`config.mk`:
```
export PLATFORM = sky130hd
export DESIGN_NAME = mbscore_alu_issue
export DESIGN_NICKNAME = d
export VERILOG_FILES = /design/src/rtl/mbscore_alu_issue_pkg.sv /design/src/rtl/mbscore_inst_decode.sv /design/src/rtl/mbscore_alu_issue.sv
export SDC_FILE = /design/constraint.sdc
export NUM_CORES = 1
export LEC_CHECK = 0
export ABC_AREA = 1
export BUFFER_PORTS_ARGS = -buffer_cell sky130_fd_sc_hd__buf_4
export CAP_MARGIN = 15
export CELL_PAD_IN_SITES_DETAIL_PLACEMENT = 0
export CELL_PAD_IN_SITES_GLOBAL_PLACEMENT = 1
export CORE_AREA = 2 2 162 164
export CTS_CLUSTER_SIZE = 20
export DETAILED_ROUTE_END_ITERATION = 8
export DIE_AREA = 0 0 164 166
export PLACE_DENSITY = 0.73
export REMOVE_ABC_BUFFERS = 1
export SLEW_MARGIN = 20
export SYNTH_ARGS = -nofsm -noshare
export SYNTH_HDL_FRONTEND = slang
export SYNTH_HIERARCHICAL = 1
export SYNTH_SLANG_ARGS = --single-unit
export TNS_END_PERCENT = 50
```
`constraint.sdc`:
```
create_clock -name clk -period 2.5 [get_ports clk]
set_input_delay 0.25 -clock clk [delete_from_list [all_inputs] [get_ports clk]]
set_output_delay 0.25 -clock clk [all_outputs]
set_load 0.02 [all_outputs]
```
`src/rtl/mbscore_alu_issue_pkg.sv`:
```
// Shared widths, ALU op codes, MIPS opcode/funct constants and the issue-entry
// record passed from the decoder into the skid buffer.
package mbscore_alu_issue_pkg;

  localparam int DATA_WIDTH   = 32;
  localparam int ALU_OP_WIDTH = 4;

  localparam logic [ALU_OP_WIDTH-1:0] ALU_OP_ADD  = 4'd0;
  localparam logic [ALU_OP_WIDTH-1:0] ALU_OP_ADDU = 4'd1;
  localparam logic [ALU_OP_WIDTH-1:0] ALU_OP_SUB  = 4'd2;
  localparam logic [ALU_OP_WIDTH-1:0] ALU_OP_SUBU = 4'd3;
  localparam logic [ALU_OP_WIDTH-1:0] ALU_OP_AND  = 4'd4;
  localparam logic [ALU_OP_WIDTH-1:0] ALU_OP_OR   = 4'd5;
  localparam logic [ALU_OP_WIDTH-1:0] ALU_OP_XOR  = 4'd6;
  localparam logic [ALU_OP_WIDTH-1:0] ALU_OP_NOR  = 4'd7;
  localparam logic [ALU_OP_WIDTH-1:0] ALU_OP_SLL  = 4'd8;
  localparam logic [ALU_OP_WIDTH-1:0] ALU_OP_SRL  = 4'd9;
  localparam logic [ALU_OP_WIDTH-1:0] ALU_OP_SRA  = 4'd10;
  localparam logic [ALU_OP_WIDTH-1:0] ALU_OP_EQ   = 4'd11;
  localparam logic [ALU_OP_WIDTH-1:0] ALU_OP_NE   = 4'd12;
  localparam logic [ALU_OP_WIDTH-1:0] ALU_OP_LT   = 4'd13;
  localparam logic [ALU_OP_WIDTH-1:0] ALU_OP_LTU  = 4'd14;
  localparam logic [ALU_OP_WIDTH-1:0] ALU_OP_NOP  = 4'hF;

  localparam logic [5:0] OPC_RTYPE = 6'h00;
  localparam logic [5:0] OPC_BEQ   = 6'h04;
  localparam logic [5:0] OPC_BNE   = 6'h05;
  localparam logic [5:0] OPC_ADDI  = 6'h08;
  localparam logic [5:0] OPC_ADDIU = 6'h09;
  localparam logic [5:0] OPC_SLTI  = 6'h0A;
  localparam logic [5:0] OPC_SLTIU = 6'h0B;
  localparam logic [5:0] OPC_ANDI  = 6'h0C;
  localparam logic [5:0] OPC_ORI   = 6'h0D;
  localparam logic [5:0] OPC_XORI  = 6'h0E;
  localparam logic [5:0] OPC_LUI   = 6'h0F;

  localparam logic [5:0] FN_SLL  = 6'h00;
  localparam logic [5:0] FN_SRL  = 6'h02;
  localparam logic [5:0] FN_SRA  = 6'h03;
  localparam logic [5:0] FN_SLLV = 6'h04;
  localparam logic [5:0] FN_SRLV = 6'h06;
  localparam logic [5:0] FN_SRAV = 6'h07;
  localparam logic [5:0] FN_ADD  = 6'h20;
  localparam logic [5:0] FN_ADDU = 6'h21;
  localparam logic [5:0] FN_SUB  = 6'h22;
  localparam logic [5:0] FN_SUBU = 6'h23;
  localparam logic [5:0] FN_AND  = 6'h24;
  localparam logic [5:0] FN_OR   = 6'h25;
  localparam logic [5:0] FN_XOR  = 6'h26;
  localparam logic [5:0] FN_NOR  = 6'h27;
  localparam logic [5:0] FN_SLT  = 6'h2A;
  localparam logic [5:0] FN_SLTU = 6'h2B;

  typedef struct packed {
    logic [DATA_WIDTH-1:0]   a;
    logic [DATA_WIDTH-1:0]   b;
    logic [ALU_OP_WIDTH-1:0] op;
    logic [4:0]              rd;
    logic                    wb_en;
    logic                    illegal;
  } issue_entry_t;

  // funct[1:0] selects the shift flavour for both immediate and variable shifts.
  function automatic logic [ALU_OP_WIDTH-1:0] shift_op(input logic [1:0] kind);
    case (kind)
      2'b10:   shift_op = ALU_OP_SRL;
      2'b11:   shift_op = ALU_OP_SRA;
      default: shift_op = ALU_OP_SLL;
    endcase
  endfunction

endpackage

```
`src/rtl/mbscore_inst_decode.sv`:
```
// Combinational MIPS decode: instruction plus rs/rt read data into one issue entry.
// Undecodable words become an illegal NOP entry with zero operands.
module mbscore_inst_decode
  import mbscore_alu_issue_pkg::*;
(
  input  logic [31:0]           instr_i,
  input  logic [DATA_WIDTH-1:0] rs_data_i,
  input  logic [DATA_WIDTH-1:0] rt_data_i,
  output issue_entry_t          entry_o
);

  logic [5:0]            opcode;
  logic [5:0]            funct;
  logic [DATA_WIDTH-1:0] imm_sext;
  logic [DATA_WIDTH-1:0] imm_zext;
  logic [DATA_WIDTH-1:0] shamt_zext;
  logic [DATA_WIDTH-1:0] rs_shamt_zext;
  logic                  legal;
  issue_entry_t          dec;

  assign opcode        = instr_i[31:26];
  assign funct         = instr_i[5:0];
  assign imm_sext      = {{(DATA_WIDTH-16){instr_i[15]}}, instr_i[15:0]};
  assign imm_zext      = {{(DATA_WIDTH-16){1'b0}}, instr_i[15:0]};
  assign shamt_zext    = {{(DATA_WIDTH-5){1'b0}}, instr_i[10:6]};
  assign rs_shamt_zext = {{(DATA_WIDTH-5){1'b0}}, rs_data_i[4:0]};

  always_comb begin
    dec    = '0;
    dec.op = ALU_OP_NOP;
    legal  = 1'b1;
    case (opcode)
      OPC_RTYPE: begin
        dec.a     = rs_data_i;
        dec.b     = rt_data_i;
        dec.rd    = instr_i[15:11];
        dec.wb_en = 1'b1;
        case (funct)
          FN_ADD:  dec.op = ALU_OP_ADD;
          FN_ADDU: dec.op = ALU_OP_ADDU;
          FN_SUB:  dec.op = ALU_OP_SUB;
          FN_SUBU: dec.op = ALU_OP_SUBU;
          FN_AND:  dec.op = ALU_OP_AND;
          FN_OR:   dec.op = ALU_OP_OR;
          FN_XOR:  dec.op = ALU_OP_XOR;
          FN_NOR:  dec.op = ALU_OP_NOR;
          FN_SLT:  dec.op = ALU_OP_LT;
          FN_SLTU: dec.op = ALU_OP_LTU;
          FN_SLL, FN_SRL, FN_SRA: begin
            dec.a  = rt_data_i;
            dec.b  = shamt_zext;
            dec.op = shift_op(funct[1:0]);
          end
          FN_SLLV, FN_SRLV, FN_SRAV: begin
            dec.a  = rt_data_i;
            dec.b  = rs_shamt_zext;
            dec.op = shift_op(funct[1:0]);
          end
          default: legal = 1'b0;
        endcase
      end
      OPC_ADDI, OPC_ADDIU, OPC_SLTI, OPC_SLTIU,
      OPC_ANDI, OPC_ORI, OPC_XORI: begin
        dec.a     = rs_data_i;
        dec.rd    = instr_i[20:16];
        dec.wb_en = 1'b1;
        case (opcode)
          OPC_ADDI:  begin dec.op = ALU_OP_ADD;  dec.b = imm_sext; end
          OPC_ADDIU: begin dec.op = ALU_OP_ADDU; dec.b = imm_sext; end
          OPC_SLTI:  begin dec.op = ALU_OP_LT;   dec.b = imm_sext; end
          OPC_SLTIU: begin dec.op = ALU_OP_LTU;  dec.b = imm_sext; end
          OPC_ANDI:  begin dec.op = ALU_OP_AND;  dec.b = imm_zext; end
          OPC_ORI:   begin dec.op = ALU_OP_OR;   dec.b = imm_zext; end
          default:   begin dec.op = ALU_OP_XOR;  dec.b = imm_zext; end
        endcase
      end
      OPC_LUI: begin
        // LUI is executed as a left shift of the immediate by 16.
        dec.a     = imm_zext;
        dec.b     = DATA_WIDTH'(16);
        dec.op    = ALU_OP_SLL;
        dec.rd    = instr_i[20:16];
        dec.wb_en = 1'b1;
      end
      OPC_BEQ, OPC_BNE: begin
        dec.a  = rs_data_i;
        dec.b  = rt_data_i;
        dec.op = (opcode == OPC_BEQ) ? ALU_OP_EQ : ALU_OP_NE;
      end
      default: legal = 1'b0;
    endcase

    if (!legal) begin
      dec         = '0;
      dec.op      = ALU_OP_NOP;
      dec.illegal = 1'b1;
    end
    if (dec.rd == 5'd0) dec.wb_en = 1'b0;
  end

  assign entry_o = dec;

endmodule

```
`src/rtl/mbscore_alu_issue.sv`:
```
// Decode/issue stage feeding the ALU: 2-entry skid buffer whose head drives the
// ALU inputs, with a NOP cycle inserted between back-to-back identical op codes.
module mbscore_alu_issue
  import mbscore_alu_issue_pkg::*;
(
  input  logic                    clk,
  input  logic                    rst_n,
  input  logic                    in_valid,
  output logic                    in_ready,
  input  logic [31:0]             in_instr,
  output logic [4:0]              rs_addr,
  output logic [4:0]              rt_addr,
  input  logic [DATA_WIDTH-1:0]   rs_data,
  input  logic [DATA_WIDTH-1:0]   rt_data,
  output logic                    out_valid,
  input  logic                    out_ready,
  output logic [DATA_WIDTH-1:0]   alu_in_a,
  output logic [DATA_WIDTH-1:0]   alu_in_b,
  output logic [ALU_OP_WIDTH-1:0] alu_op_type,
  output logic [4:0]              wb_rd,
  output logic                    wb_en,
  output logic                    illegal
);

  // Handshakes: a transfer happens on a rising edge where valid && ready are both
  // high; valid never depends combinationally on ready, and a presented entry is
  // held unchanged until it transfers.

  issue_entry_t            dec_entry;
  issue_entry_t            buf_q [2];
  issue_entry_t            buf_d [2];
  logic [1:0]              count_q, count_d;
  logic                    head_ok_q, head_ok_d;
  logic [ALU_OP_WIDTH-1:0] last_op_q, last_op_d;
  logic                    in_ready_q, in_ready_d;
  logic                    present;
  logic                    push;
  logic                    pop;

  assign rs_addr = in_instr[25:21];
  assign rt_addr = in_instr[20:16];

  mbscore_inst_decode u_decode (
    .instr_i   (in_instr),
    .rs_data_i (rs_data),
    .rt_data_i (rt_data),
    .entry_o   (dec_entry)
  );

  // head_ok_q marks a head that already had its gap cycle or has been shown, so
  // it keeps being presented even after last_op has caught up with its op.
  assign present = (count_q != 2'd0) && (head_ok_q || (buf_q[0].op != last_op_q));
  assign push    = in_valid && in_ready_q;
  assign pop     = present && out_ready;

  always_comb begin
    buf_d[0] = buf_q[0];
    buf_d[1] = buf_q[1];
    count_d  = count_q;
    if (pop) begin
      buf_d[0] = buf_q[1];
      count_d  = count_q - 2'd1;
    end
    if (push) begin
      if (count_d == 2'd0) buf_d[0] = dec_entry;
      else                 buf_d[1] = dec_entry;
      count_d = count_d + 2'd1;
    end
    head_ok_d  = !pop && (count_q != 2'd0);
    last_op_d  = present ? buf_q[0].op : last_op_q;
    in_ready_d = (count_d != 2'd2);
  end

  always_ff @(posedge clk or negedge rst_n) begin
    if (!rst_n) begin
      buf_q[0]   <= '0;
      buf_q[1]   <= '0;
      count_q    <= 2'd0;
      head_ok_q  <= 1'b0;
      last_op_q  <= ALU_OP_NOP;
      in_ready_q <= 1'b0;
    end else begin
      buf_q[0]   <= buf_d[0];
      buf_q[1]   <= buf_d[1];
      count_q    <= count_d;
      head_ok_q  <= head_ok_d;
      last_op_q  <= last_op_d;
      in_ready_q <= in_ready_d;
    end
  end

  assign in_ready    = in_ready_q;
  assign out_valid   = present;
  assign alu_in_a    = buf_q[0].a;
  assign alu_in_b    = buf_q[0].b;
  assign alu_op_type = present ? buf_q[0].op : ALU_OP_NOP;
  assign wb_rd       = buf_q[0].rd;
  assign wb_en       = present && buf_q[0].wb_en;
  assign illegal     = present && buf_q[0].illegal;

endmodule

```
# Word level (Yosys, flattened, before mapping)
# Index checks and enable logic that the tools add are counted.
[op_classes] mux=18 mul=0 order_cmp=0 n_shift=0 n_div=0 n_eq_ne=29 n_reduce_logical=22 n_addsub=2 bitwise=1
[op_table] cell="$mux W75" n=4
[op_table] cell="$pmux W68 S4" n=1
[op_table] cell="$pmux W36 S6" n=1
[op_table] cell="$mux W150" n=1
[op_table] cell="$pmux W64 S2" n=1
[op_table] cell="$eq A6 B6 Y1 const B" n=10
[op_table] cell="$eq A6 B4 Y1 const B" n=8
[op_table] cell="$pmux W4 S11" n=1
[op_table] cell="$eq A6 B3 Y1 const B" n=5
[op_table] cell="$reduce_or A16 Y1" n=1
[op_table] cell="$eq A6 B2 Y1 const B" n=2
[op_table] cell="$logic_not A6 Y1" n=2
[op_table] cell="$pmux W6 S2" n=1
[op_table] cell="$reduce_or A10 Y1" n=1
[op_table] cell="$reduce_or A8 Y1" n=1
[op_table] cell="$reduce_or A7 Y1" n=1
[op_table] cell="$logic_and A1 B1 Y1" n=6
[op_table] cell="$reduce_or A3 Y1" n=2
[op_table] cell="$reduce_or A6 Y1" n=1
[op_table] cell="$logic_not A5 Y1" n=1
[op_table] cell="$eq A2 B2 Y1 const B" n=2
[op_table] cell="$mux W2" n=2
[op_table] cell="$mux W4" n=1
[op_table] cell="$ne A4 B4 Y1" n=1
[op_table] cell="14 further kinds" n=15
[totals] latchBits=0 word_cells=88 rom_bits=0 reg_bits=158 ram_bits=0 memories=0 out_inout_bits=87 input_bits=100

# Longest topological paths before layout
# Gate-level depths: netlist of run 1.
[depth] word_depth=9 mapped_depth=17 depth_no_buf=14

# Hierarchy
# Netlist of run 1, hierarchy kept.
[modules_own_cells] module="mbscore_alu_issue" instances=1 cells_each=712 seq_area_each_um2=3958.8 area_each_um2=7219.4
[modules_own_cells] module="mbscore_inst_decode" instances=1 cells_each=440 seq_area_each_um2=0.0 area_each_um2=2024.4

# Worst setup path before layout of run 1
# No wires, ideal clock.
[synth_timing] kind="register -> register" from="reg last_op_q[0]" to="reg buf_q[23] in the netlist's numbering" arrival_time_ns=2.204 setup_ns=0.125 required_ns=2.375 path_slack_ns=0.171 path_buffers=3 period_less_slack_ns=2.329 stages_incl_launch_ff=16 cell_sequence="dfstp_2 -> inv_1 -> nand2_1 -> nand3_1 -> nor2_1 -> nand2_2 -> nand3_4 -> buf_6 -> nand2_1 -> nand2_1 -> ha_1 -> inv_1 -> nand2_1 -> buf_2 -> buf_2 -> mux2_2"
[synth_via] elab_chain_cells=8
[synth_lines] element="from (decl)" line_no="mbscore_alu_issue.sv:34" source="logic [ALU_OP_WIDTH-1:0] last_op_q, last_op_d;"
[synth_lines] element="from (signal assigned)" line_no="mbscore_alu_issue.sv:87" source="last_op_q <= last_op_d;"
[synth_lines] element="$ne A4 B4 Y1" line_no="mbscore_alu_issue.sv:52" source="assign present = (count_q != 2'd0) && (head_ok_q || (buf_q[0].op != last_op_q));"
[synth_lines] element="$logic_or A1 B1 Y1" line_no="mbscore_alu_issue.sv:52"
[synth_lines] element="$logic_and A1 B1 Y1" line_no="mbscore_alu_issue.sv:52"
[synth_lines] element="$logic_and A1 B1 Y1" line_no="mbscore_alu_issue.sv:54" source="assign pop = present && out_ready;"
[synth_lines] element="$mux W2" line_no="mbscore_alu_issue.sv:60" source="if (pop) begin"
[synth_lines] element="$logic_not A2 Y1" line_no="mbscore_alu_issue.sv:65" source="if (count_d == 2'd0) buf_d[0] = dec_entry;"
[synth_lines] element="$not A1 Y1 (no source line)"
[synth_lines] element="$reduce_and A2 Y1 (no source line)"
[synth_lines] element="to (decl)" line_no="mbscore_alu_issue.sv:30" source="issue_entry_t buf_q [2];"
# No other way between the ends.
# A chain may end at the register's enable or synchronous reset.

# Worst setup path after layout of run 1
[layout_timing] from="reg last_op_q[0]" to="reg buf_q[63] in the netlist's numbering"
# Same word-level chain as after synthesis.

==> results of run 1 <==
[metal layers]
layer  global-route usage (%)  vias to the layer above
li1                         -                     3769
met1                     26.5                     3638
met2                     30.1                      185
met3                     3.50                       12
met4                     4.42                        0
met5                        0                        -
[how the worst min path moves through the flow]
stage | slack [ns] | from | end
after global routing | 0.25 | rs_data[10] | alu_in_a[10]$_DFF_PN0_
after floorplan | -0.05 | rst_n | alu_in_a[0]$_DFF_PN0_
after global placement | 0.24 | rst_n | alu_in_a[25]$_DFF_PN0_
after detailed placement | 0.25 | rst_n | buf_q[36]$_DFFE_PN0P_
final | 0.23 | rs_data[9] | alu_in_a[9]$_DFF_PN0_
after CTS | 0.20 | rs_data[22] | alu_in_a[22]$_DFF_PN0_
[layout make-up]
| type | instances | area [µm²] |
|---|---|---|
| well taps | 335 | 419 |
| multi-input cells | 749 | 3940 |
| flip-flops and latches | 158 | 3960 |
| inverters | 108 | 409 |
| fillers | 2603 | 14700 |
| clock inverters | 15 | 171 |
| clock buffers | 17 | 425 |
| repair buffers | 197 | 1620 |
[Yosys cell counts (15+ instances only)]
| cell type | n | share of area (%) |
|---|---|---|
| a21oi_1 | 18 | 0.97 |
| a31oi_1 | 74 | 5.0 |
| buf_2 | 24 | 1.3 |
| buf_4 | 87 | 7.1 |
| clkbuf_1 | 15 | 0.61 |
| dfrtp_1 | 154 | 42 |
| inv_1 | 96 | 3.9 |
| mux2_2 | 75 | 9.1 |
| nand2_1 | 379 | 15 |
| nand3_1 | 20 | 1.1 |
| nor2_1 | 98 | 4.0 |
| o21ai_0 | 26 | 1.4 |
[through the flow]
stage,hold WS [ns],TNS [ns],total power (W)
after floorplan,-0.0456,-239.57,0.00595
after global placement,0.243,0,0.00758
after detailed placement,0.245,0,0.00764
after CTS,0.200,0,0.0104
after global routing,0.250,0,0.0109
final,0.228,0,0.0102
[power by group through the flow]
| stage | Combinational, W | Clock, W | Sequential [W] |
|---|---|---|---|
| final | 0.00408 | 0.00269 | 0.00345 |
| after global routing | 0.00448 | 0.00289 | 0.00352 |
| after CTS | 0.00415 | 0.00278 | 0.00346 |
| after detailed placement | 0.00413 | 0 | 0.00351 |
| after global placement | 0.00408 | 0 | 0.00350 |
| after floorplan | 0.00209 | 0 | 0.00385 |
[cell families (layout without fill, tap and decap cells)]
| group | after synthesis | count (layout) | share of synthesized area (%) |
|---|---|---|---|
| AO/OA/AOI/OAI | 143 | 143 | 9.47 |
| adder cells (fa/ha/maj) | 2 | 2 | 0.271 |
| buffers and inverters | 245 | 337 | 14.7 |
| flip-flops | 158 | 158 | 42.8 |
| multiplexers | 75 | 75 | 9.14 |
| AND/OR/NAND/NOR | 529 | 529 | 23.6 |
[timing repair]
action                                  in CTS  in global routing
hold buffers                                 1                  0
endpoints found under the setup margin       0                  5
hold endpoints to repair                    48                  0
resized for setup                            0                  2
[worst max-delay path, cell delays in order (launching register included)]
cell     delay (ns)
dfstp_2        0.54
inv_1          0.04
nand2_1        0.04
nand3_1        0.08
nor2_1         0.11
nand2_2        0.10
nand3_4        0.09
nand2_1        0.07
nand2_1        0.08
ha_1           0.15
inv_1          0.08
nand2_4        0.22
buf_12         0.23
mux2_2         0.36
[flip-flops by register name (all words and copies together) (netlist names)]
signal	cells
wb_rd	5
buf_q	81
head_ok_q	1
count_q	2
in_ready	1
alu_in_b	32
last_op_q	4
alu_in_a	32
==> impl_metrics.env, run 1 <==
export IMPL_outcome="complete, no violations"
export IMPL_critical_path_class="flip-flop to flip-flop"
export IMPL_crit_start="last_op_q[0]$_DFFE_PN1N_"
export IMPL_power_frac_clock_pct=26.3
export IMPL_hold_path_depth=5
export IMPL_fin_ws_ns=0.172
export IMPL_report_final_slew_viol_count=0
export IMPL_ys_warnings_count=6
export IMPL_synth_cell_types=34
export IMPL_worst_setup_path_end_kind="flip-flop"
export IMPL_synth_async_reset_ratio_pct=100
export IMPL_wl_met3_mm=1.11
export IMPL_cts_sinks=158
export IMPL_post_route_util_pct=42.7
export IMPL_drtIter0Drc=517
export IMPL_vias=7604
export IMPL_io_pins=187
export IMPL_clockRootBuffer="clkbuf_16"
export IMPL_post_place_ws_ns=0.182
export IMPL_max_slew_margin_rel_pct=64.5
export IMPL_tightest_slew_ns=0.533
export IMPL_start_util_pct=36.1
export IMPL_clockBufferDepth=2
export IMPL_final_cell_mix="nand2_1 (378), buf_4 (185), dfrtp_1 (154), nor2_1 (97), inv_1 (95)"
export IMPL_rr_startpoint="last_op_q[0]$_DFFE_PN1N_"
export IMPL_ys_ff_latch=158
export IMPL_syn_to_final_growth_pct=18.3
export IMPL_grt_max_degree=85
export IMPL_wire_per_inst_um=16.0
export IMPL_wl_met2_mm=11.8
export IMPL_drt_pass1_iter_count=5
export IMPL_ir_drop_mv=0.407
export IMPL_cts_post_setup_buffers_inserted=0
export IMPL_antenna_found_initial=1
export IMPL_seq_area_frac_synth_pct=42.8
export IMPL_port_buffer_count=176
export IMPL_h_tree_depth=4
export IMPL_cts_made_buffers=17
export IMPL_critPathArrivalTime_ns=2.63
export IMPL_drv_cap=0
export IMPL_diodes=0
export IMPL_crit_path_end="buf_q[63]$_DFFE_PN0P_"
export IMPL_synth_area_um2=9240
export IMPL_p_comb_share_pct=39.9
export IMPL_seqPwrFrac_pct=33.7
export IMPL_rsz0062_at_grt="false"
export IMPL_reg2reg_to="buf_q[63]$_DFFE_PN0P_"
export IMPL_die_height_um=166
export IMPL_grt_overflow_total=0
export IMPL_fin_crit_ns=2.33
export IMPL_grt_first_pass_wirelength_mm=40.1
export IMPL_worst_setup_path_start_kind="flip-flop"
export IMPL_crit_fanout=24
export IMPL_fin_cells=1579
export IMPL_hold_class="primary input to flip-flop"
export IMPL_reg2reg_setup_slack_ns=0.17
export IMPL_fin_area_um2=10900
export IMPL_wl_mm=25.2
export IMPL_synth_edf_count=0
export IMPL_routed_top_layer="met4"
export IMPL_finalCritPeriodShare_pct=93.1
export IMPL_crit_required_ns=2.81
export IMPL_placed_cell_area_um2=10300
export IMPL_finalHoldViolCount=0
export IMPL_cts_tree="built"
export IMPL_place_inst=1546
export IMPL_rows=59
export IMPL_via_per_inst=4.82
export IMPL_gp_congestion=0.820
export IMPL_dieArea_um2=27200
export IMPL_grt_pass1_vias=7368
export IMPL_synth_ff_type="dfrtp_1"
export IMPL_p_int_w=0.00628
export IMPL_reg2reg_depth=13
export IMPL_fmax_mhz=430
export IMPL_p_switching_w=0.00395
export IMPL_drcViolationCount=0
export IMPL_die_w_um=164
export IMPL_p_per_area_nw_per_um2=936
export IMPL_syn_inst=1152
export IMPL_grt_usage_pct=18.9
export IMPL_insertion_delay_ns=0.43
export IMPL_switching_share_pct=38.6
export IMPL_final_nets=1333
export IMPL_setup_viol=0
export IMPL_final_common_cell="nand2_1"
export IMPL_finalClockSkew_ns=0.0125
export IMPL_drive_above_1_share_pct=28.1
export IMPL_synth_area_per_cell_um2=8.02
export IMPL_core_area_um2=25600
export IMPL_dpl_hpwl_mm=17.2
export IMPL_clkTransAtPathRegs_ns=0.07
export IMPL_route_antenna_remaining_nets=0
export IMPL_p_leak_nw=5.73
export IMPL_drt_met1_wl_mm=12.1
Power figures use the tool's default switching activity.
==> run 2, diff against run 1 <==
--- a/config.mk
+++ b/config.mk
@@ -15,6 +15,7 @@
 export DETAILED_ROUTE_END_ITERATION = 8
 export DIE_AREA = 0 0 164 166
 export PLACE_DENSITY = 0.73
+export RECOVER_POWER = 25
 export REMOVE_ABC_BUFFERS = 1
 export SLEW_MARGIN = 20
 export SYNTH_ARGS = -nofsm -noshare
==> run 2 against run 1 <==
First-iteration DRC count up 1.5%. Critical path depth is the same. Clock power about the same. Sequential power about the same. Non-clock buffer count stayed put. Combinational power about the same. Clock skew hardly changed. Worst hold slack lost 0.00089 ns. Highest routed layer unchanged.
==> impl_metrics.env, run 2 (synthesis gave the netlist of run 1 again) <==
export IMPL_fin_crit_ns=2.33
export IMPL_grt_usage_pct=18.9
export IMPL_rsz0062_at_grt="false"
export IMPL_grt_overflow_total=0
export IMPL_tightest_slew_ns=1.39
export IMPL_cts_tree="built"
export IMPL_final_fill_count=2607
export IMPL_route_antenna_remaining_nets=0
export IMPL_p_per_area_nw_per_um2=937
export IMPL_regMostFlops="buf_q"
export IMPL_crit_required_ns=2.81
export IMPL_cts_post_setup_buffers_inserted=0
export IMPL_worst_setup_path_start_kind="flip-flop"
export IMPL_critPathArrivalTime_ns=2.64
export IMPL_setup_viol=0
export IMPL_ir_drop_mv=0.406
export IMPL_via_per_inst=4.82
export IMPL_drcViolationCount=0
export IMPL_final_common_cell="nand2_1"
export IMPL_port_buffer_count=176
export IMPL_die_w_um=164
export IMPL_worst_setup_path_end_kind="flip-flop"
export IMPL_largest_register_ffs=81
export IMPL_max_slew_margin_rel_pct=7.57
export IMPL_final_nets=1333
export IMPL_cts_sinks=158
export IMPL_slowest_stage="dfstp_2"
export IMPL_p_leak_nw=5.71
export IMPL_rows=59
export IMPL_grt_max_degree=85
export IMPL_clockRootBuffer="clkbuf_16"
export IMPL_post_route_util_pct=42.6
export IMPL_wl_mm=25.3
export IMPL_dieArea_um2=27200
export IMPL_hold_class="primary input to flip-flop"
export IMPL_grt_pass1_vias=7368
export IMPL_finalHoldViolCount=0
export IMPL_cts_made_buffers=17
export IMPL_fin_setup_tns_ns=0
export IMPL_wire_per_inst_um=16.0
export IMPL_drtIter0Drc=525
export IMPL_crit_fanout=24
export IMPL_io_pins=187
export IMPL_vias=7609
export IMPL_insertion_delay_ns=0.43
export IMPL_placed_cell_area_um2=10300
export IMPL_start_util_pct=36.1
export IMPL_diodes=0
export IMPL_crit_family="simple AND/OR/NAND/NOR gates"
export IMPL_drv_cap=0
export IMPL_drt_pass1_iter_count=5
export IMPL_final_cell_mix="nand2_1 (378), buf_4 (180), dfrtp_1 (154), nor2_1 (97), inv_1 (95)"
export IMPL_crit_top_cell="nand2_1"
export IMPL_multi_input_area_um2=3940
export IMPL_total_power_w=0.0102
export IMPL_die_height_um=166
export IMPL_clkTransAtPathRegs_ns=0.07
export IMPL_gp_congestion=0.820
export IMPL_outcome="complete, no violations"
export IMPL_finalCritPeriodShare_pct=93.1
export IMPL_antenna_found_initial=1
export IMPL_syn_to_final_growth_pct=18.0
export IMPL_grt_first_pass_wirelength_mm=40.1
export IMPL_critical_path_class="flip-flop to flip-flop"
export IMPL_critPathBufInv=3
export IMPL_h_tree_depth=4
export IMPL_dpl_hpwl_mm=17.2
export IMPL_drive_above_1_share_pct=27.7
export IMPL_fin_area_um2=10900
export IMPL_report_final_slew_viol_count=0
export IMPL_crit_chain="inv_1 > nand2_1 > nand3_1 > nor2_1 > nand2_2 > nand3_4 > nand2_1 > nand2_1 > ha_1 > inv_1 > nand2_4 > buf_12 > mux2_2"
export IMPL_core_area_um2=25600
export IMPL_hold_slack_ns=0.227
export IMPL_finalClockSkew_ns=0.0126
export IMPL_slowest_delay_ns=0.54
export IMPL_seqCellArea_um2=3960
export IMPL_clockBufferDepth=2
export IMPL_fmax_mhz=430
## run 2: stage by stage
stage | setup WS [ns] | instances
2_1_floorplan | -1.88 | 1015
3_3_place_gp | 0.226 | 1546
3_5_place_dp | 0.182 | 1546
4_1_cts | 0.162 | 1579
5_1_grt | 0.00965 | 1579
6_report | 0.172 | 1579
## run 2: worst register-to-register path: stages (launching register included)
cell	delay, ns
dfstp_2	0.54
inv_1	0.04
nand2_1	0.04
nand3_1	0.08
nor2_1	0.11
nand2_2	0.11
nand3_4	0.09
nand2_1	0.07
nand2_1	0.08
ha_1	0.15
inv_1	0.08
nand2_4	0.22
buf_12	0.23
mux2_2	0.37
## run 2: report_power, final
group	leakage (nW)	internal, W	switching [W]
sequential	2.09	0.00314	0.000313
clock	0.286	0.00150	0.00119
combinational	3.33	0.00163	0.00245
## run 2: area by class of cell
class	count	area share (%)
repair buffers	197	14.6
multi-input cells	749	36.1
inverters	108	3.75
clock inverters	15	1.57
clock buffers	17	3.90
well taps	335	3.84
flip-flops and latches	158	36.3
## run 2: what timing repair did
action / 4_1_cts / 5_1_grt
hold buffers: 1 / 0
resized for setup: 0 / 2
endpoints found under the hold margin: 48 / 0
setup endpoints to repair: 0 / 5
## run 2: final timing paths
kind | startpoint | end | slack (ns) | cells past startpoint
setup reg to reg | last_op_q[0]$_DFFE_PN1N_ | buf_q[63]$_DFFE_PN0P_ | 0.17 | 13
max in group asynchronous | rst_n | last_op_q[1]$_DFFE_PN1N_ | 0.82 | 3
min in group asynchronous | rst_n | buf_q[36]$_DFFE_PN0P_ | 0.68 | 2
hold reg to reg | buf_q[25]$_DFFE_PN0P_ | buf_q[25]$_DFFE_PN0P_ | 0.50 | 1
hold / removal | rs_data[9] | alu_in_a[9]$_DFF_PN0_ | 0.23 | 5
setup / recovery | last_op_q[0]$_DFFE_PN1N_ | buf_q[63]$_DFFE_PN0P_ | 0.17 | 13
## run 2: metal layers
metal  routed length [µm]  vias up  global-route usage (%)
met1                12000     3641                    26.5
met2                11800      186                    30.1
li1                     -     3770                       -
met3                 1150       12                    3.50
met5                    0        -                       0
met4                  234        0                    4.42
==> run 3, diff against run 2 <==
--- a/config.mk
+++ b/config.mk
@@ -10,16 +10,16 @@
 export CAP_MARGIN = 15
 export CELL_PAD_IN_SITES_DETAIL_PLACEMENT = 0
 export CELL_PAD_IN_SITES_GLOBAL_PLACEMENT = 1
-export CORE_AREA = 2 2 162 164
+export CORE_AREA = 2 2 159 161
 export CTS_CLUSTER_SIZE = 20
 export DETAILED_ROUTE_END_ITERATION = 8
-export DIE_AREA = 0 0 164 166
+export DIE_AREA = 0 0 161 163
+export GPL_TIMING_DRIVEN = 0
 export PLACE_DENSITY = 0.73
 export RECOVER_POWER = 25
 export REMOVE_ABC_BUFFERS = 1
 export SLEW_MARGIN = 20
 export SYNTH_ARGS = -nofsm -noshare
 export SYNTH_HDL_FRONTEND = slang
-export SYNTH_HIERARCHICAL = 1
 export SYNTH_SLANG_ARGS = --single-unit
 export TNS_END_PERCENT = 50
==> run 3 against run 2 <==
The flow now finishes with violations (capacitance limit, slew limit, setup timing). Clock skew grew 0.00099 ns. Maximum frequency shrank 7.4%. Combinational power grew 66%. Via count grew 6.2%. Setup slack lost 0.19 ns. Final area grew 7.3%. Critical path depth grew 5. Synthesized cell count shrank 3.6%. Utilization grew 4.9 points. Largest cell class unchanged. Largest power group unchanged.
==> impl_metrics.env, run 3 <==
export IMPL_outcome="complete, but fails checks"
export IMPL_crit_required_ns=2.81
export IMPL_placed_cell_area_um2=9720
export IMPL_synth_area_um2=8750
export IMPL_crit_start="last_op_q[2]$_DFFE_PN1P_"
export IMPL_power_frac_clock_pct=19.8
export IMPL_worst_setup_path_start_kind="flip-flop"
export IMPL_p_comb_share_pct=51.5
export IMPL_io_pins=187
export IMPL_route_antenna_remaining_nets=0
export IMPL_crit_cells=18
export IMPL_crit_top_cell="nand2_1"
export IMPL_finalCritPeriodShare_pct=101
export IMPL_cts_made_buffers=17
export IMPL_grt_pass1_vias=7758
export IMPL_reg2reg_setup_slack_ns=-0.01
export IMPL_critical_path_class="flip-flop to flip-flop"
export IMPL_rows=58
export IMPL_dpl_hpwl_mm=16.0
export IMPL_insertion_delay_ns=0.43
export IMPL_post_place_ws_ns=-2.77
export IMPL_drv_cap=1
export IMPL_final_nets=1342
export IMPL_fin_ws_ns=-0.0149
export IMPL_synth_compound_area_share_pct=17.5
export IMPL_hold_slack_ns=0.121
export IMPL_synth_top_family_by_area="simple AND/OR/NAND/NOR gates"
export IMPL_synth_async_reset_ratio_pct=100
export IMPL_p_int_w=0.00749
export IMPL_ir_drop_mv=0.449
export IMPL_grt_usage_pct=25.1
export IMPL_slowest_delay_ns=0.55
export IMPL_synth_commonest_cells="nand2_1 (364), dfrtp_1 (154), buf_4 (87), o21ai_0 (87), inv_1 (67)"
export IMPL_die_w_um=161
export IMPL_cts_sinks=158
export IMPL_largest_register_ffs=81
export IMPL_min_from="rs_data[18]"
export IMPL_port_buffer_count=176
export IMPL_fmax_mhz=398
export IMPL_finalHoldViolCount=0
export IMPL_synthTopCellsByArea="dfrtp_1 (44%), nand2_1 (16%), buf_4 (7.5%)"
export IMPL_max_slew_margin_rel_pct=-25.0
export IMPL_antenna_found_initial=3
export IMPL_drcViolationCount=0
export IMPL_worst_setup_path_end_kind="flip-flop"
export IMPL_p_per_area_nw_per_um2=1120
export IMPL_report_final_slew_viol_count=79
export IMPL_crit_chain="inv_2 > nand2_1 > nand2_1 > nor3_2 > nand2_2 > nand3_4 > buf_6 > nand2_4 > nand2_2 > ha_4 > inv_2 > nor2_4 > buf_12 > buf_16 > buf_16 > clkinv_8 > o211ai_1 > nand2_1"
export IMPL_grt_max_degree=81
export IMPL_synthMostInstantiatedCell="nand2_1"
export IMPL_rr_startpoint="last_op_q[2]$_DFFE_PN1P_"
export IMPL_grt_first_pass_wirelength_mm=48.5
export IMPL_synthAdderAreaFrac_pct=0.286
export IMPL_muxShareOfSynthArea_pct=0
export IMPL_seq_area_frac_synth_pct=45.2
export IMPL_wl_mm=32.9
export IMPL_p_leak_nw=5.66
export IMPL_crit_path_end="alu_in_a[26]$_DFF_PN0_"
export IMPL_drtIter0Drc=546
export IMPL_wire_per_inst_um=20.8
export IMPL_grt_overflow_total=0
export IMPL_switching_share_pct=43.0
export IMPL_hold_class="primary input to flip-flop"
export IMPL_final_common_cell="nand2_1"
export IMPL_synth_edf_count=0
export IMPL_fin_area_um2=11700
export IMPL_synth_top_area_share_pct=44.0
export IMPL_fin_setup_tns_ns=-0.0439
export IMPL_drt_pass1_iter_count=6
export IMPL_gp_congestion=0.817
export IMPL_cts_tree="built"
export IMPL_total_power_w=0.0131
export IMPL_crit_family="buffers and inverters"
export IMPL_regMostFlops="buf_q"
export IMPL_synth_simple_area_share_pct=23.1
export IMPL_hold_path_depth=3
export IMPL_ys_warnings_count=0
export IMPL_drive_above_1_share_pct=31.8
export IMPL_via_per_inst=5.10
export IMPL_reg2reg_to="alu_in_a[26]$_DFF_PN0_"
export IMPL_violations="capacitance limit, slew limit, setup timing"
export IMPL_start_util_pct=35.5
export IMPL_h_tree_depth=4
export IMPL_clockRootBuffer="clkbuf_16"
export IMPL_syn_to_final_growth_pct=33.8
export IMPL_synth_cell_types=41
export IMPL_synthXorXnorAreaFrac_pct=0
export IMPL_ys_ff_latch=158
export IMPL_final_fill_count=2449
export IMPL_critPathBufInv=7
export IMPL_setup_viol=9
export IMPL_finalClockSkew_ns=0.0135
export IMPL_clockBufferDepth=2
export IMPL_syn_inst=1110
export IMPL_fin_crit_ns=2.51
export IMPL_tightest_slew_ns=1.87
export IMPL_synth_ff_type="dfrtp_1"
export IMPL_reg2reg_depth=18
export IMPL_rsz0062_at_grt="true"
export IMPL_die_height_um=163
export IMPL_final_cell_mix="nand2_1 (341), buf_4 (189), dfrtp_1 (153), inv_1 (64), o21ai_2 (51)"
export IMPL_dieArea_um2=26200
export IMPL_slowest_stage="dfstp_2"
export IMPL_seqPwrFrac_pct=28.7
export IMPL_p_switching_w=0.00565
export IMPL_crit_fanout=6
export IMPL_synth_top_cell_by_area="dfrtp_1"
export IMPL_core_area_um2=24700
export IMPL_synth_area_per_cell_um2=7.88
export IMPL_critPathArrivalTime_ns=2.82
export IMPL_vias=8081
export IMPL_clkTransAtPathRegs_ns=0.07
-- run 3: tightest hold or removal path, cell delays in order --
cell and delay (ns):
buf_4 0.08, a22oi_1 0.08, o22ai_2 0.09
-- run 3: how the worst min path moves through the flow --
stage,endpoint,slack [ns]
2_1_floorplan,alu_in_a[0]$_DFF_PN0_,-0.05
3_3_place_gp,buf_q[10]$_DFFE_PN0P_,0.46
3_5_place_dp,alu_in_a[22]$_DFF_PN0_,0.29
4_1_cts,buf_q[61]$_DFFE_PN0P_,0.10
5_1_grt,buf_q[61]$_DFFE_PN0P_,0.12
6_report,buf_q[61]$_DFFE_PN0P_,0.12
-- run 3: final cells by class --
class / count / area, µm² / area share [%]
Antenna cell: 1 / 2.50 / 0.0214
Clock buffer: 21 / 470 / 4.02
Clock inverter: 11 / 105 / 0.898
Inverter: 83 / 409 / 3.49
Multi-Input combinational cell: 736 / 3950 / 33.7
Sequential cell: 158 / 3960 / 33.8
Tap cell: 330 / 413 / 3.53
Timing Repair Buffer: 221 / 1990 / 17.0
Timing Repair inverter: 23 / 413 / 3.53
-- run 3: metal layers --
layer	share of wire (%)	vias to the layer above	GRT usage, %
met5	0.082	-	0
met4	2.2	4	7.14
met3	6.0	38	5.35
met2	46	268	40.0
met1	45	3935	34.5
li1	-	3836	-
-- run 3: what timing repair did --
action,in CTS,in global routing
hold buffers,1,0
pin swaps,35,31
resized for setup,122,57
hold endpoints to repair,78,0
endpoints found under the setup margin,154,145
setup buffers,29,7
gates cloned,29,5
-- run 3: cell families (layout without fill, tap and decap cells) --
family | after synthesis | count (layout)
simple gates | 491 | 498
compound gates | 236 | 236
buf+inv | 223 | 359
flops | 158 | 158
fa+ha+maj | 2 | 2
other cells | 0 | 1
-- run 3: through the flow --
stage | std cells | util (%)
2_1_floorplan | 970 | -
3_3_place_gp | 1476 | 38.8
3_5_place_dp | 1480 | 39.4
4_1_cts | 1571 | 46.4
5_1_grt | 1583 | 47.4
6_report | 1584 | 47.5
-- run 3: power groups by stage --
stage / logic [W] / clock network, W / registers, W
floorplan: 0.00216 / 0 / 0.00434
global placement: 0.00475 / 0 / 0.00377
detailed placement: 0.00484 / 0 / 0.00377
CTS: 0.00658 / 0.00264 / 0.00376
global route: 0.00729 / 0.00275 / 0.00385
finish: 0.00677 / 0.00260 / 0.00377
